### config.mk
export PLATFORM = sky130hd
export DESIGN_NAME = uart_tx_serializer
export DESIGN_NICKNAME = d
export VERILOG_FILES = /design/src/rtl/uart_pkg.sv /design/src/rtl/uart_bit_timer.sv /design/src/rtl/uart_tx_serializer.sv
export SDC_FILE = /design/constraint.sdc
export NUM_CORES = 1
export LEC_CHECK = 0
export ABC_CLOCK_PERIOD_IN_PS = 4500
export CAP_MARGIN = 40
export CORE_MARGIN = 2
export CORE_UTILIZATION = 50
export DETAILED_ROUTE_END_ITERATION = 7
export DONT_BUFFER_PORTS = 1
export GPL_TIMING_DRIVEN = 0
export PLACE_DENSITY = 0.75
export SLEW_MARGIN = 20
export SYNTH_ARGS = -nofsm -noshare
export SYNTH_HDL_FRONTEND = slang
export SYNTH_SLANG_ARGS = --single-unit
### constraint.sdc
create_clock -name sysclk -period 4.5 [get_ports sysclk]
set_input_delay 0.675 -clock sysclk [delete_from_list [all_inputs] [get_ports sysclk]]
set_output_delay 0.675 -clock sysclk [all_outputs]
set_load 0.05 [all_outputs]
### src/rtl/uart_pkg.sv
// Shared UART definitions for the transmit serializer and the receiver:
// FSM state type, frame geometry and line levels.
package uart_pkg;

    typedef enum logic [2:0] {
        IDLE,
        START,
        DATA,
        PARITY,
        STOP
    } tx_state_t;

    localparam int UART_DATA_BITS        = 8;
    localparam int UART_DEF_CLKS_PER_BIT = 5208;

    localparam logic UART_IDLE  = 1'b1;
    localparam logic UART_START = 1'b0;

endpackage

### src/rtl/uart_bit_timer.sv
// Bit-period timer. Counts sysclk cycles while enabled and raises bitTick for
// one cycle at terminal count (CLKS_PER_BIT-1), then wraps to 0. clear forces
// the count back to 0 so each frame starts from a fresh bit boundary.
module uart_bit_timer
    import uart_pkg::*;
#(
    parameter int CLKS_PER_BIT = UART_DEF_CLKS_PER_BIT
) (
    input  logic sysclk,
    input  logic reset,
    input  logic clear,
    input  logic enable,
    output logic bitTick
);

    localparam int CW = $clog2(CLKS_PER_BIT);
    localparam logic [CW-1:0] TERM = CW'(CLKS_PER_BIT - 1);

    if (CLKS_PER_BIT < 4 || CLKS_PER_BIT > 65535) begin : g_bad_clks_per_bit
        $error("CLKS_PER_BIT must be in 4..65535");
    end

    logic [CW-1:0] cnt_q;
    logic [CW-1:0] cnt_d;

    // Next count: clear wins, otherwise count up and wrap at terminal count.
    always_comb begin
        cnt_d = cnt_q;
        if (clear) begin
            cnt_d = '0;
        end else if (enable) begin
            cnt_d = (cnt_q == TERM) ? '0 : cnt_q + CW'(1);
        end
    end

    // Count register.
    always_ff @(posedge sysclk or negedge reset) begin
        if (!reset) begin
            cnt_q <= '0;
        end else begin
            cnt_q <= cnt_d;
        end
    end

    assign bitTick = enable && !clear && (cnt_q == TERM);

endmodule

### src/rtl/uart_tx_serializer.sv
// UART transmitter, 8 data bits LSB first, 1 or 2 stop bits.
// Optional even parity bit between data and stop when UART_TX_PARITY_EN is
// defined; without it the frame is plain 8N1/8N2 and no parity logic exists.
//
// Handshake: a byte is accepted on a rising edge where txValid && txReady.
// txReady is high only in IDLE; txValid must be held until accepted, and
// txValid seen while the frame is in flight is ignored (nothing is queued).
module uart_tx_serializer
    import uart_pkg::*;
#(
    parameter int CLKS_PER_BIT = UART_DEF_CLKS_PER_BIT,
    parameter int STOP_BITS    = 1
) (
    input  logic       sysclk,
    input  logic       reset,
    input  logic [7:0] txData,
    input  logic       txValid,
    output logic       txReady,
    output logic       serialOut,
    output logic       txBusy,
    output logic       txDone,
    output tx_state_t  dbg_state
);

    if (STOP_BITS != 1 && STOP_BITS != 2) begin : g_bad_stop_bits
        $error("STOP_BITS must be 1 or 2");
    end

    localparam logic [2:0] LAST_BIT  = 3'(UART_DATA_BITS - 1);
    localparam logic       STOP_LAST = 1'(STOP_BITS - 1);

    tx_state_t                 state_q, state_d;
    logic [UART_DATA_BITS-1:0] shreg_q, shreg_d;
    logic [2:0]                bit_idx_q, bit_idx_d;
    logic                      stop_cnt_q, stop_cnt_d;
    logic                      serial_q, serial_d;
    logic                      ready_q, ready_d;
    logic                      busy_q, busy_d;
    logic                      done_q, done_d;
`ifdef UART_TX_PARITY_EN
    logic                      parity_q, parity_d;
`endif

    logic accept;
    logic bit_tick;

    assign accept = txValid && ready_q;

    // The counter restarts on every accept, so bit edges line up with the frame.
    uart_bit_timer #(
        .CLKS_PER_BIT(CLKS_PER_BIT)
    ) u_bit_timer (
        .sysclk (sysclk),
        .reset  (reset),
        .clear  (accept),
        .enable (state_q != IDLE),
        .bitTick(bit_tick)
    );

    // Next-state and next line level; the line is computed one cycle ahead so serialOut is a flop.
    always_comb begin
        state_d    = state_q;
        shreg_d    = shreg_q;
        bit_idx_d  = bit_idx_q;
        stop_cnt_d = stop_cnt_q;
        serial_d   = serial_q;
        done_d     = 1'b0;
`ifdef UART_TX_PARITY_EN
        parity_d   = accept ? ^txData : parity_q;
`endif
        case (state_q)
            IDLE: begin
                serial_d = UART_IDLE;
                if (accept) begin
                    shreg_d    = txData;
                    bit_idx_d  = '0;
                    stop_cnt_d = 1'b0;
                    state_d    = START;
                    serial_d   = UART_START;
                end
            end
            START: begin
                if (bit_tick) begin
                    state_d  = DATA;
                    serial_d = shreg_q[0];
                end
            end
            DATA: begin
                if (bit_tick) begin
                    if (bit_idx_q == LAST_BIT) begin
`ifdef UART_TX_PARITY_EN
                        state_d  = PARITY;
                        serial_d = parity_q;
`else
                        state_d  = STOP;
                        serial_d = UART_IDLE;
`endif
                    end else begin
                        bit_idx_d = bit_idx_q + 3'd1;
                        shreg_d   = shreg_q >> 1;
                        serial_d  = shreg_q[1];
                    end
                end
            end
`ifdef UART_TX_PARITY_EN
            PARITY: begin
                if (bit_tick) begin
                    state_d  = STOP;
                    serial_d = UART_IDLE;
                end
            end
`endif
            STOP: begin
                serial_d = UART_IDLE;
                if (bit_tick) begin
                    if (stop_cnt_q == STOP_LAST) begin
                        state_d = IDLE;
                        done_d  = 1'b1;
                    end else begin
                        stop_cnt_d = stop_cnt_q + 1'b1;
                    end
                end
            end
            default: begin
                state_d  = IDLE;
                serial_d = UART_IDLE;
            end
        endcase
        ready_d = (state_d == IDLE);
        busy_d  = (state_d != IDLE);
    end

    // FSM and registered outputs; reset parks the line high immediately.
    always_ff @(posedge sysclk or negedge reset) begin
        if (!reset) begin
            state_q    <= IDLE;
            shreg_q    <= '0;
            bit_idx_q  <= '0;
            stop_cnt_q <= 1'b0;
            serial_q   <= UART_IDLE;
            ready_q    <= 1'b0;
            busy_q     <= 1'b0;
            done_q     <= 1'b0;
`ifdef UART_TX_PARITY_EN
            parity_q   <= 1'b0;
`endif
        end else begin
            state_q    <= state_d;
            shreg_q    <= shreg_d;
            bit_idx_q  <= bit_idx_d;
            stop_cnt_q <= stop_cnt_d;
            serial_q   <= serial_d;
            ready_q    <= ready_d;
            busy_q     <= busy_d;
            done_q     <= done_d;
`ifdef UART_TX_PARITY_EN
            parity_q   <= parity_d;
`endif
        end
    end

    assign serialOut = serial_q;
    assign txReady   = ready_q;
    assign txBusy    = busy_q;
    assign txDone    = done_q;
    assign dbg_state = state_q;

endmodule

==> results of run 1 <==
timing repair:
action,4_1_cts,5_1_grt
endpoints found under the hold margin,2,14
hold buffers,2,1
setup buffers,0,0
cell type report:
type                       count  area (um2)
clock inverter                 3        20.0
tap                           46        57.6
multi-input combinational    119         877
buffer                         9        56.3
clock buffer                   5        37.5
timing repair buffer           3        30.0
fill                         291        1460
sequential                    31         777
inverter                       7        26.3
kinds of logic (layout without fill, tap and decap cells):
kind of cell	Yosys count	after routing	synth area share, %
AO/OA/AOI/OAI	34	34	13.7
flip-flops	31	31	44.7
multiplexers	19	19	12.1
AND/OR/NAND/NOR	61	61	21.5
buffers and inverters	16	27	4.76
adder cells (fa/ha/maj)	3	3	2.16
XOR/XNOR	2	2	1.01
routing by layer:
| layer | share of wire [%] | up-vias |
|---|---|---|
| met5 | 0 | - |
| met4 | 1.7 | 0 |
| met3 | 7.2 | 7 |
| met2 | 48 | 50 |
| met1 | 43 | 676 |
| li1 | - | 636 |
placed cells by master, fill, tap and decap left out, types with 2 or more instances in the layout:
cell type	Yosys	final
mux2_1	9	9
a21oi_1	4	4
o31ai_1	3	3
o21ai_0	3	3
a21o_1	2	2
dfrtp_1	30	30
mux2_2	7	7
clkbuf_4	0	5
nand3_1	6	6
nor2b_1	2	2
nand4_1	3	3
nand4b_1	2	2
buf_6	2	2
dlygate4sd3_1	0	3
ha_1	3	3
mux2i_1	3	3
buf_2	6	6
nand2b_1	2	2
nand2_1	13	13
inv_1	7	7
a31oi_1	8	8
o21ai_1	2	2
nor2_1	8	8
nor3_1	7	7
and2_1	2	2
or3_1	3	3
clkinvlp_4	0	2
a22o_1	3	3
and4_1	2	2
nor4_1	3	3
sequential cells by signal, summed over array words and instances (netlist names):
signal,cells
dbg_state,3
u_bit_timer.cnt_q,13
bit_idx_q,3
txDone,1
serialOut,1
txReady,1
txBusy,1
shreg_q,8
worst max-delay path: cells and delay by family, from the launching register on:
family,cells,cell delay (ns)
AOI/OAI and AO/OA,2,0.39
buffers and inverters,1,0.30
DFF,1,0.73
and+or+nand+nor,2,0.71
worst min-delay path by stage:
stage | from | to | slack, ns | cells past startpoint
after floorplan | reset | bit_idx_q[0]$_DFFE_PN0P_ | 0.38 | 0
after global placement | reset | u_bit_timer.cnt_q[8]$_DFFE_PN0N_ | 0.38 | 0
after detailed placement | reset | u_bit_timer.cnt_q[8]$_DFFE_PN0N_ | 0.38 | 0
after CTS | reset | u_bit_timer.cnt_q[12]$_DFFE_PN0N_ | 0.006 | 0
after global routing | reset | u_bit_timer.cnt_q[6]$_DFFE_PN0N_ | 0.006 | 0
final | reset | u_bit_timer.cnt_q[5]$_DFFE_PN0N_ | 0.03 | 0
per-stage QoR:
step                      std cells  instance area (um2)  setup slack, ns
after global placement          212                 1790             2.38
after floorplan                 166                 1740             2.50
final                           223                 1880             2.26
after detailed placement        212                 1790             2.34
after global routing            223                 1880             2.13
after CTS                       222                 1870             2.34
power by group:
part	switching, mW	leakage (nW)	internal (mW)	total (mW)
Clock	0.105	0.0272	0.0596	0.165
Combinational	0.0734	0.374	0.0693	0.143
Sequential	0.0809	0.395	0.341	0.422
Total	0.260	0.797	0.470	0.730
==> results.sh, run 1 <==
export IMPL_global_route_usage_met1_pct=26.2
export IMPL_worst_slew_margin_rel_pct=48.7
export IMPL_ctsRootBufferMaster="clkbuf_4"
export IMPL_post_route_drc_count=0
export IMPL_finalHoldWorstSlack_ns=0.0292
export IMPL_core_area_um2=3340
export IMPL_busiest_layer="met2"
export IMPL_wl_mm=3.75
export IMPL_grt_start_max_net_pins=24
export IMPL_synth_seq_cells=31
export IMPL_crit_start="dbg_state[1]$_DFF_PN0_"
export IMPL_area_growth_syn_to_layout_pct=8.36
export IMPL_io_buffers=0
export IMPL_hold_class="input port to async pin"
export IMPL_cts_sinks=31
export IMPL_final_setup_viol_count=0
export IMPL_global_route_overflow_total=0
export IMPL_worstSetupPathType="flip-flop to flip-flop"
export IMPL_fin_crit_sh_pct=49.8
export IMPL_endpoint_kind="flip-flop"
export IMPL_post_synth_num_cell_types=48
export IMPL_syn_area_per_cell_um2=10.5
export IMPL_wl_per_cell_um=16.8
export IMPL_design_die_area_um2=3960
export IMPL_cts_repair_resize_count=0
export IMPL_timing_setup_tns_ns=0
export IMPL_ctsHtreeMaxLevel=2
export IMPL_final_antenna_net_count=0
export IMPL_net_count_of_the_finished_layout=190
export IMPL_cellLeakagePower_nw=0.797
export IMPL_postLayoutCoreUtil_pct=56.4
export IMPL_floorplan_initialDensity_pct=52.0
export IMPL_synth_top_cells_by_area="dfrtp_1 (43%), mux2_1 (5.8%), mux2_2 (4.5%)"
export IMPL_synth_commonest_cells="dfrtp_1 (30), nand2_1 (13), mux2_1 (9)"
export IMPL_num_vias=1369
export IMPL_grt_pass1_vias=1341
export IMPL_antenna_violations_before_repair=0
export IMPL_max_freq_ghz=0.446
export IMPL_post_synth_inst_count=166
export IMPL_irDropWorstVdd_v=0.000225
export IMPL_grt_use_met3_pct=7.21
export IMPL_die_height_um=62.9
export IMPL_power_per_cell_area_nw_per_um2=388
export IMPL_met2_track_usage_gr_pct=32.3
export IMPL_finalClockSkew_ns=0.0176
export IMPL_synth_nets=180
export IMPL_cp_slowest_cell="dfrtp_1"
export IMPL_timing_critical_path_slowest_cell_delay_ns=0.73
export IMPL_worstPathMaxFanout=10
export IMPL_yosys_area_top_type_share_pct=43.2
export IMPL_grtUsageTotal_pct=20.7
export IMPL_gp_congestion=0.818
export IMPL_drt_iter0_drc=47
export IMPL_tritoncts_clock_tree="done"
export IMPL_yosys_cell_count_top_type="dfrtp_1"
export IMPL_r2r_setup_slack_ns=2.26
export IMPL_die_w_um=62.9
export IMPL_r2r_cells=5
export IMPL_timing_critical_path_to="u_bit_timer.cnt_q[5]$_DFFE_PN0N_"
export IMPL_post_route_min_period_ns=2.24
export IMPL_ys_seq_area_share_pct=44.7
export IMPL_number_of_enable_type_register_cells_in_the_synthesized_netlist=0
export IMPL_hpwl_mm=2.54
export IMPL_r2r_start="dbg_state[1]$_DFF_PN0_"
export IMPL_max_clock_path_buffers=2
export IMPL_synth_yosys_warnings=0
export IMPL_synth_async_sr_flop_share_pct=100
export IMPL_worstMarginPinSlew_ns=0.766
export IMPL_route_detailed_vias_per_inst=6.14
export IMPL_status="finished clean"
export IMPL_slew_limit_fails=0
export IMPL_unrepaired_setup_endpoints_after_global_routing="no"
export IMPL_synthFlopType="dfrtp_1"
export IMPL_placementRows=21
export IMPL_synth_top_area_cell="dfrtp_1"
export IMPL_drv_max_cap_violation_count=0
export IMPL_syn_cell_area_um2=1740
export IMPL_worstPathArrival_ns=2.49
export IMPL_p_total_mw=0.730
export IMPL_drive_gt1_share_pct=16.9
export IMPL_timing_hold_violations_final=0
export IMPL_reg_to_reg_endpoint="u_bit_timer.cnt_q[5]$_DFFE_PN0N_"
export IMPL_io_pin_count=18
export IMPL_grt_pass1_wl_mm=6.33
export IMPL_clock_latency_ns=0.34
export IMPL_cts_buffers_inserted=5
export IMPL_drt_first_pass_iters=4
export IMPL_clk_transition_reported_paths_ns=0.12
export IMPL_timing_critical_path_from_type="flip-flop"
export IMPL_worstPathRequired_ns=4.75
export IMPL_critical_path_cell_by_cell="buf_2 -> nor3_1 -> nor2_1 -> a41oi_1 -> a31oi_1"
export IMPL_diodes=0
Power figures use the tool's default switching activity.
==> inputs of run 2 (changes only) <==
--- a/config.mk
+++ b/config.mk
@@ -5,7 +5,7 @@
 export SDC_FILE = /design/constraint.sdc
 export NUM_CORES = 1
 export LEC_CHECK = 0
-export ABC_CLOCK_PERIOD_IN_PS = 4500
+export ABC_CLOCK_PERIOD_IN_PS = 2340
 export CAP_MARGIN = 40
 export CORE_MARGIN = 2
 export CORE_UTILIZATION = 50
==> constraint.sdc (replaced) <==
create_clock -name sysclk -period 2.34 [get_ports sysclk]
set_input_delay 0.351 -clock sysclk [delete_from_list [all_inputs] [get_ports sysclk]]
set_output_delay 0.351 -clock sysclk [all_outputs]
set_load 0.05 [all_outputs]
==> run 2 against run 1 <==
Clock power grew 92%. Die area is the same. Critical path type unchanged. Clock-buffer cell count is the same. Highest routed layer unchanged. Hold slack gained 0.13 ns. Cell count shrank 0.45%. Largest cell class unchanged. Combinational power grew 94%.
==> results.sh, run 2 (same netlist as run 1, synthesis figures left out) <==
export IMPL_status="finished clean"
export IMPL_met2_track_usage_gr_pct=32.2
export IMPL_gp_congestion=0.818
export IMPL_timing_hold_violations_final=0
export IMPL_r2r_cells=5
export IMPL_hpwl_mm=2.54
export IMPL_grt_start_max_net_pins=32
export IMPL_holdCritStartpoint="txData[7]"
export IMPL_post_route_drc_count=0
export IMPL_worstPathArrival_ns=2.40
export IMPL_antenna_violations_before_repair=0
export IMPL_fin_crit_sh_pct=92.4
export IMPL_worstMarginPinSlew_ns=0.579
export IMPL_max_clock_path_buffers=2
export IMPL_tritoncts_clock_tree="done"
export IMPL_largest_register_ff_count=13
export IMPL_max_flop_register="u_bit_timer.cnt_q"
export IMPL_global_route_overflow_total=0
export IMPL_global_route_usage_met1_pct=26.2
export IMPL_worst_slew_margin_rel_pct=61.4
export IMPL_largest_registers="u_bit_timer.cnt_q x13, shreg_q x8"
export IMPL_unrepaired_setup_endpoints_after_global_routing="no"
export IMPL_timing_setup_tns_ns=0
export IMPL_grtUsageTotal_pct=20.4
export IMPL_irDropWorstVdd_v=0.000434
export IMPL_wl_per_cell_um=16.3
export IMPL_io_buffers=0
export IMPL_num_vias=1364
export IMPL_final_cell_mix="dfrtp_1 (30), nand2_1 (13), mux2_1 (9), a31oi_1 (8)"
export IMPL_timing_critical_path_from_type="flip-flop"
export IMPL_design_die_area_um2=3960
export IMPL_final_cells=222
export IMPL_reg_to_reg_endpoint="shreg_q[4]$_DFFE_PN0P_"
export IMPL_cts_setup_buffers=0
export IMPL_drt_first_pass_iters=4
export IMPL_area_growth_syn_to_layout_pct=8.50
export IMPL_worst_hold_path_endpoint="shreg_q[7]$_DFFE_PN0P_"
export IMPL_cellLeakagePower_nw=0.799
export IMPL_drv_max_cap_violation_count=0
export IMPL_worstSetupPathType="flip-flop to flip-flop"
export IMPL_clk_transition_reported_paths_ns=0.11
export IMPL_busiest_layer="met2"
export IMPL_ctsRootBufferMaster="clkbuf_4"
export IMPL_grt_use_met3_pct=6.49
export IMPL_floorplan_initialDensity_pct=52.0
export IMPL_slew_limit_fails=0
export IMPL_drt_iter0_drc=49
export IMPL_net_count_of_the_finished_layout=189
export IMPL_hold_class="input port to flip-flop"
export IMPL_r2r_start="dbg_state[0]$_DFF_PN0_"
export IMPL_max_freq_ghz=0.462
export IMPL_power_per_cell_area_nw_per_um2=746
export IMPL_io_pin_count=18
export IMPL_commonest_non_fill_non_tap_cell_in_the_layout="dfrtp_1"
export IMPL_cts_buffers_inserted=5
export IMPL_final_antenna_net_count=0
export IMPL_grt_pass1_wl_mm=6.28
export IMPL_cts_sinks=31
export IMPL_post_route_min_period_ns=2.16
export IMPL_endpoint_kind="flip-flop"
export IMPL_diodes=0
export IMPL_hold_depth=2
export IMPL_finalClockSkew_ns=0.0127
export IMPL_worstPathRequired_ns=2.58
export IMPL_grt_pass1_vias=1327
export IMPL_route_detailed_vias_per_inst=6.14
export IMPL_final_setup_viol_count=0
export IMPL_clock_latency_ns=0.34
export IMPL_wl_mm=3.61
export IMPL_r2r_setup_slack_ns=0.18
export IMPL_ctsHtreeMaxLevel=2
export IMPL_worstPathMaxFanout=10
export IMPL_drive_gt1_share_pct=18.2
export IMPL_post_place_cells=212
export IMPL_placementRows=21
export IMPL_die_height_um=62.9
export IMPL_die_w_um=62.9
export IMPL_core_area_um2=3340
run 2: cell types whose count changed in the layout (fill, tap and decap cells not counted):
| cell | change |
|---|---|
| nor2_1 | -1 |
| buf_12 | +1 |
| nor2_2 | +1 |
| dlygate4sd3_1 | -2 |
run 2: layout make-up:
cell class	instances	area [um2]
Buffer	9	56.3
Multi-Input combinational cell	119	880
Clock inverter	3	20.0
Inverter	7	26.3
Timing Repair Buffer	2	30.0
Sequential cell	31	777
Clock buffer	5	37.5
Fill cell	289	1450
Tap cell	46	57.6
run 2: where the power goes:
part | internal [mW] | switching, mW
Clock | 0.115 | 0.202
Sequential | 0.656 | 0.155
Combinational | 0.135 | 0.143
run 2: per-layer routing:
layer | vias up | wire [um]
met1 | 677 | 1580
met3 | 9 | 190
met2 | 40 | 1760
met5 | - | 0
li1 | 638 | -
met4 | 0 | 80
run 2: worst max-delay path by stage:
stage                           startpoint                                 to  slack, ns  cells after the start
global route        dbg_state[1]$_DFF_PN0_  u_bit_timer.cnt_q[12]$_DFFE_PN0N_       0.03                      5
detailed placement  dbg_state[0]$_DFF_PN0_             shreg_q[4]$_DFFE_PN0P_       0.18                      5
finish              dbg_state[0]$_DFF_PN0_             shreg_q[4]$_DFFE_PN0P_       0.18                      5
global placement    dbg_state[0]$_DFF_PN0_             shreg_q[3]$_DFFE_PN0P_       0.22                      5
floorplan           dbg_state[0]$_DFF_PN0_             shreg_q[1]$_DFFE_PN0P_       0.34                      5
CTS                 dbg_state[0]$_DFF_PN0_             shreg_q[4]$_DFFE_PN0P_       0.18                      5
run 2: critical path, cell delays in order, from the launching register on:
cell     delay [ns]
dfrtp_1        0.58
buf_2          0.28
nor3b_2        0.26
buf_2          0.28
mux2_2         0.36
mux2_1         0.29
run 2: repair_timing:
item	4_1_cts	5_1_grt
hold buffers	2	0
endpoints found under the hold margin	31	0
resized for setup	0	1
endpoints found under the setup margin	0	2
run 2: through the flow:
stage | power, mW | setup slack [ns] | hold slack, ns | util, % | cell area, um2
2_1_floorplan | 1.01 | 0.343 | 0.0554 | - | 1740
3_3_place_gp | 1.06 | 0.218 | 0.0563 | 53.8 | 1790
3_5_place_dp | 1.08 | 0.185 | 0.0563 | 53.8 | 1790
4_1_cts | 1.41 | 0.176 | 0.154 | 56.4 | 1880
5_1_grt | 1.49 | 0.0311 | 0.167 | 56.5 | 1880
6_report | 1.41 | 0.178 | 0.163 | 56.5 | 1880
==> inputs of run 3 (changes only) <==
--- a/config.mk
+++ b/config.mk
@@ -5,9 +5,9 @@
 export SDC_FILE = /design/constraint.sdc
 export NUM_CORES = 1
 export LEC_CHECK = 0
+export ABC_AREA = 1
 export ABC_CLOCK_PERIOD_IN_PS = 2340
 export CAP_MARGIN = 40
-export CORE_MARGIN = 2
 export CORE_UTILIZATION = 50
 export DETAILED_ROUTE_END_ITERATION = 7
 export DONT_BUFFER_PORTS = 1
==> run 3 against run 2 <==
Fmax rose by 17%. Global-route usage decreased by 1.1 points. Cell area is 0.53% higher. Sequential power down 34%. Synthesized cell count increased by 27%. Power decreased by 39%.
==> results.sh, run 3 <==
export IMPL_synth_seq_cells=31
export IMPL_antenna_violations_before_repair=0
export IMPL_grt_pass1_vias=1170
export IMPL_post_synth_inst_count=210
export IMPL_synth_commonest_cells="nand2_1 (54), dfrtp_1 (30), inv_1 (21)"
export IMPL_gp_congestion=0.869
export IMPL_floorplan_initialDensity_pct=52.2
export IMPL_finalHoldWorstSlack_ns=0.223
export IMPL_wl_mm=3.30
export IMPL_hpwl_mm=2.37
export IMPL_postLayoutCoreUtil_pct=56.3
export IMPL_worstPathMaxFanout=10
export IMPL_ys_seq_area_share_pct=44.2
export IMPL_synth_nets=224
export IMPL_yosys_area_top_type_share_pct=42.7
export IMPL_synth_yosys_warnings=0
export IMPL_fillerInstances=331
export IMPL_grt_pass1_wl_mm=5.17
export IMPL_timing_hold_violations_final=0
export IMPL_io_buffers=0
export IMPL_hold_class="input port to flip-flop"
export IMPL_largest_register_ff_count=13
export IMPL_worstMarginPinSlew_ns=0.623
export IMPL_worstSetupPathType="flip-flop to flip-flop"
export IMPL_setup_ws_ns=0.495
export IMPL_diodes=0
export IMPL_finalClockSkew_ns=0.00898
export IMPL_post_route_min_period_ns=1.85
export IMPL_grt_start_max_net_pins=32
export IMPL_io_pin_count=18
export IMPL_worstPathArrival_ns=2.06
export IMPL_worst_path_dominant_cell_family="simple AND/OR/NAND/NOR gates"
export IMPL_design_die_area_um2=3750
export IMPL_synthFlopType="dfrtp_1"
export IMPL_cts_buffers_inserted=5
export IMPL_endpoint_kind="flip-flop"
export IMPL_critical_path_buf_inv_count=2
export IMPL_timing_critical_path_slowest_cell_delay_ns=0.62
export IMPL_num_vias=1383
export IMPL_dp_worst_setup_slack_ns=0.505
export IMPL_area_growth_syn_to_layout_pct=7.83
export IMPL_fin_crit_sh_pct=78.9
export IMPL_clk_transition_reported_paths_ns=0.10
export IMPL_yosys_cell_count_top_type="nand2_1"
export IMPL_p_int_mw=0.657
export IMPL_synth_top_area_cell="dfrtp_1"
export IMPL_final_antenna_net_count=0
export IMPL_core_area_um2=3360
export IMPL_cts_repair_resize_count=0
export IMPL_hold_depth=2
export IMPL_irDropWorstVdd_v=0.000270
export IMPL_final_cells=266
export IMPL_largest_registers="u_bit_timer.cnt_q x13, shreg_q x8"
export IMPL_power_per_cell_area_nw_per_um2=449
export IMPL_syn_cell_area_um2=1760
export IMPL_syn_area_per_cell_um2=8.37
export IMPL_final_setup_viol_count=0
export IMPL_net_count_of_the_finished_layout=233
export IMPL_synth_top_cells_by_area="dfrtp_1 (43%), nand2_1 (12%), inv_1 (4.5%)"
export IMPL_max_freq_ghz=0.542
export IMPL_drv_max_cap_violation_count=0
export IMPL_drt_iter0_drc=102
export IMPL_clkPwrFrac_pct=35.2
export IMPL_p_seq_share_pct=62.9
export IMPL_post_synth_num_cell_types=29
export IMPL_pwr_share_comb_pct=1.8
export IMPL_max_flop_register="u_bit_timer.cnt_q"
export IMPL_post_place_cells=256
export IMPL_cp_slowest_cell="dfrtp_1"
export IMPL_post_route_drc_count=0
export IMPL_post_dp_cell_area_um2=1810
export IMPL_r2r_cells=9
export IMPL_tritoncts_clock_tree="done"
export IMPL_layout_cell_area_excl_fill_um2=1890
export IMPL_timing_critical_path_from_type="flip-flop"
export IMPL_placementRows=21
export IMPL_clock_latency_ns=0.33
export IMPL_ctsRootBufferMaster="clkbuf_4"
export IMPL_die_height_um=61.3
export IMPL_status="finished clean"
export IMPL_worstPathRequired_ns=2.56
export IMPL_worst_slew_margin_rel_pct=58.1
export IMPL_p_total_mw=0.851
export IMPL_number_of_enable_type_register_cells_in_the_synthesized_netlist=0
export IMPL_timing_critical_path_depth=9
export IMPL_grtUsageTotal_pct=19.3
export IMPL_cts_sinks=31
export IMPL_commonest_non_fill_non_tap_cell_in_the_layout="nand2_1"
export IMPL_drt_first_pass_iters=4
export IMPL_slew_limit_fails=0
export IMPL_max_clock_path_buffers=2
export IMPL_ctsHtreeMaxLevel=2
export IMPL_total_switching_power_mw=0.194
export IMPL_die_w_um=61.3
export IMPL_drive_gt1_share_pct=17.7
export IMPL_wl_per_cell_um=12.4
export IMPL_synth_async_sr_flop_share_pct=100
export IMPL_cellLeakagePower_nw=0.870
export IMPL_global_route_overflow_total=0
export IMPL_critical_path_cell_by_cell="nor2_2 -> inv_1 -> nor2_2 -> nand2_1 -> nand2_2 -> nand2_4 -> buf_6 -> nand2_1 -> o21ai_2"
export IMPL_final_cell_mix="nand2_1 (54), dfrtp_1 (30), inv_1 (21), nor2_1 (15), nand3_1 (12)"
export IMPL_timing_setup_tns_ns=0
export IMPL_route_detailed_vias_per_inst=5.20
export IMPL_unrepaired_setup_endpoints_after_global_routing="no"
export IMPL_switching_share_pct=22.8
-- run 3: cell type report --
cell class / instances / area [um2] / area share (%)
buffer: 2 / 22.5 / 1.19
clock buffer: 7 / 45.0 / 2.38
sequential: 31 / 777 / 41.0
multi-input combinational: 152 / 863 / 45.6
clock inverter: 1 / 5.00 / 0.264
tap: 46 / 57.6 / 3.04
timing repair buffer: 2 / 30.0 / 1.59
inverter: 25 / 93.8 / 4.95
-- run 3: final timing paths --
| path | slack (ns) | startpoint | to |
|---|---|---|---|
| max | 0.49 | dbg_state[1]$_DFF_PN0_ | shreg_q[5]$_DFFE_PN0P_ |
| min | 0.22 | txData[7] | shreg_q[7]$_DFFE_PN0P_ |
| max reg2reg | 0.49 | dbg_state[1]$_DFF_PN0_ | shreg_q[5]$_DFFE_PN0P_ |
| min reg2reg | 0.48 | shreg_q[0]$_DFFE_PN0P_ | shreg_q[0]$_DFFE_PN0P_ |
| max in group asynchronous | 1.64 | reset | serialOut$_DFFE_PN1P_ |
| min in group asynchronous | 0.47 | reset | dbg_state[2]$_DFF_PN0_ |
-- run 3: kinds of logic after synthesis --
family | count (synthesis) | synth area share, %
muxes | 6 | 3.42
xor gates and xnor gates | 4 | 1.99
AOI/OAI and AO/OA | 32 | 12.3
and+or+nand+nor | 107 | 29.3
adders and majority gates | 3 | 2.14
DFF | 31 | 44.2
buffers and inverters | 27 | 6.62
-- run 3: power by group through the flow --
stage | Clock (mW) | Sequential (mW) | Combinational [mW]
global route | 0.326 | 0.535 | 0.0182
finish | 0.300 | 0.535 | 0.0157
floorplan | 0 | 0.546 | 0.000248
CTS | 0.305 | 0.535 | 0.0166
global placement | 0 | 0.546 | 0.000248
detailed placement | 0 | 0.546 | 0.000248
-- run 3: per-layer routing --
layer	vias to the layer above	share of wire, %	track usage (%)
li1	706	-	-
met1	635	47	27.7
met2	34	46	27.2
met3	8	4.7	3.78
met4	0	2.1	10.7
met5	-	0	0
-- run 3: timing repair --
| action | CTS | global route |
|---|---|---|
| endpoints found under the hold margin | 31 | 0 |
| buffers inserted | 0 | 0 |
| hold buffers | 2 | 0 |
| endpoints found under the setup margin | 0 | 0 |
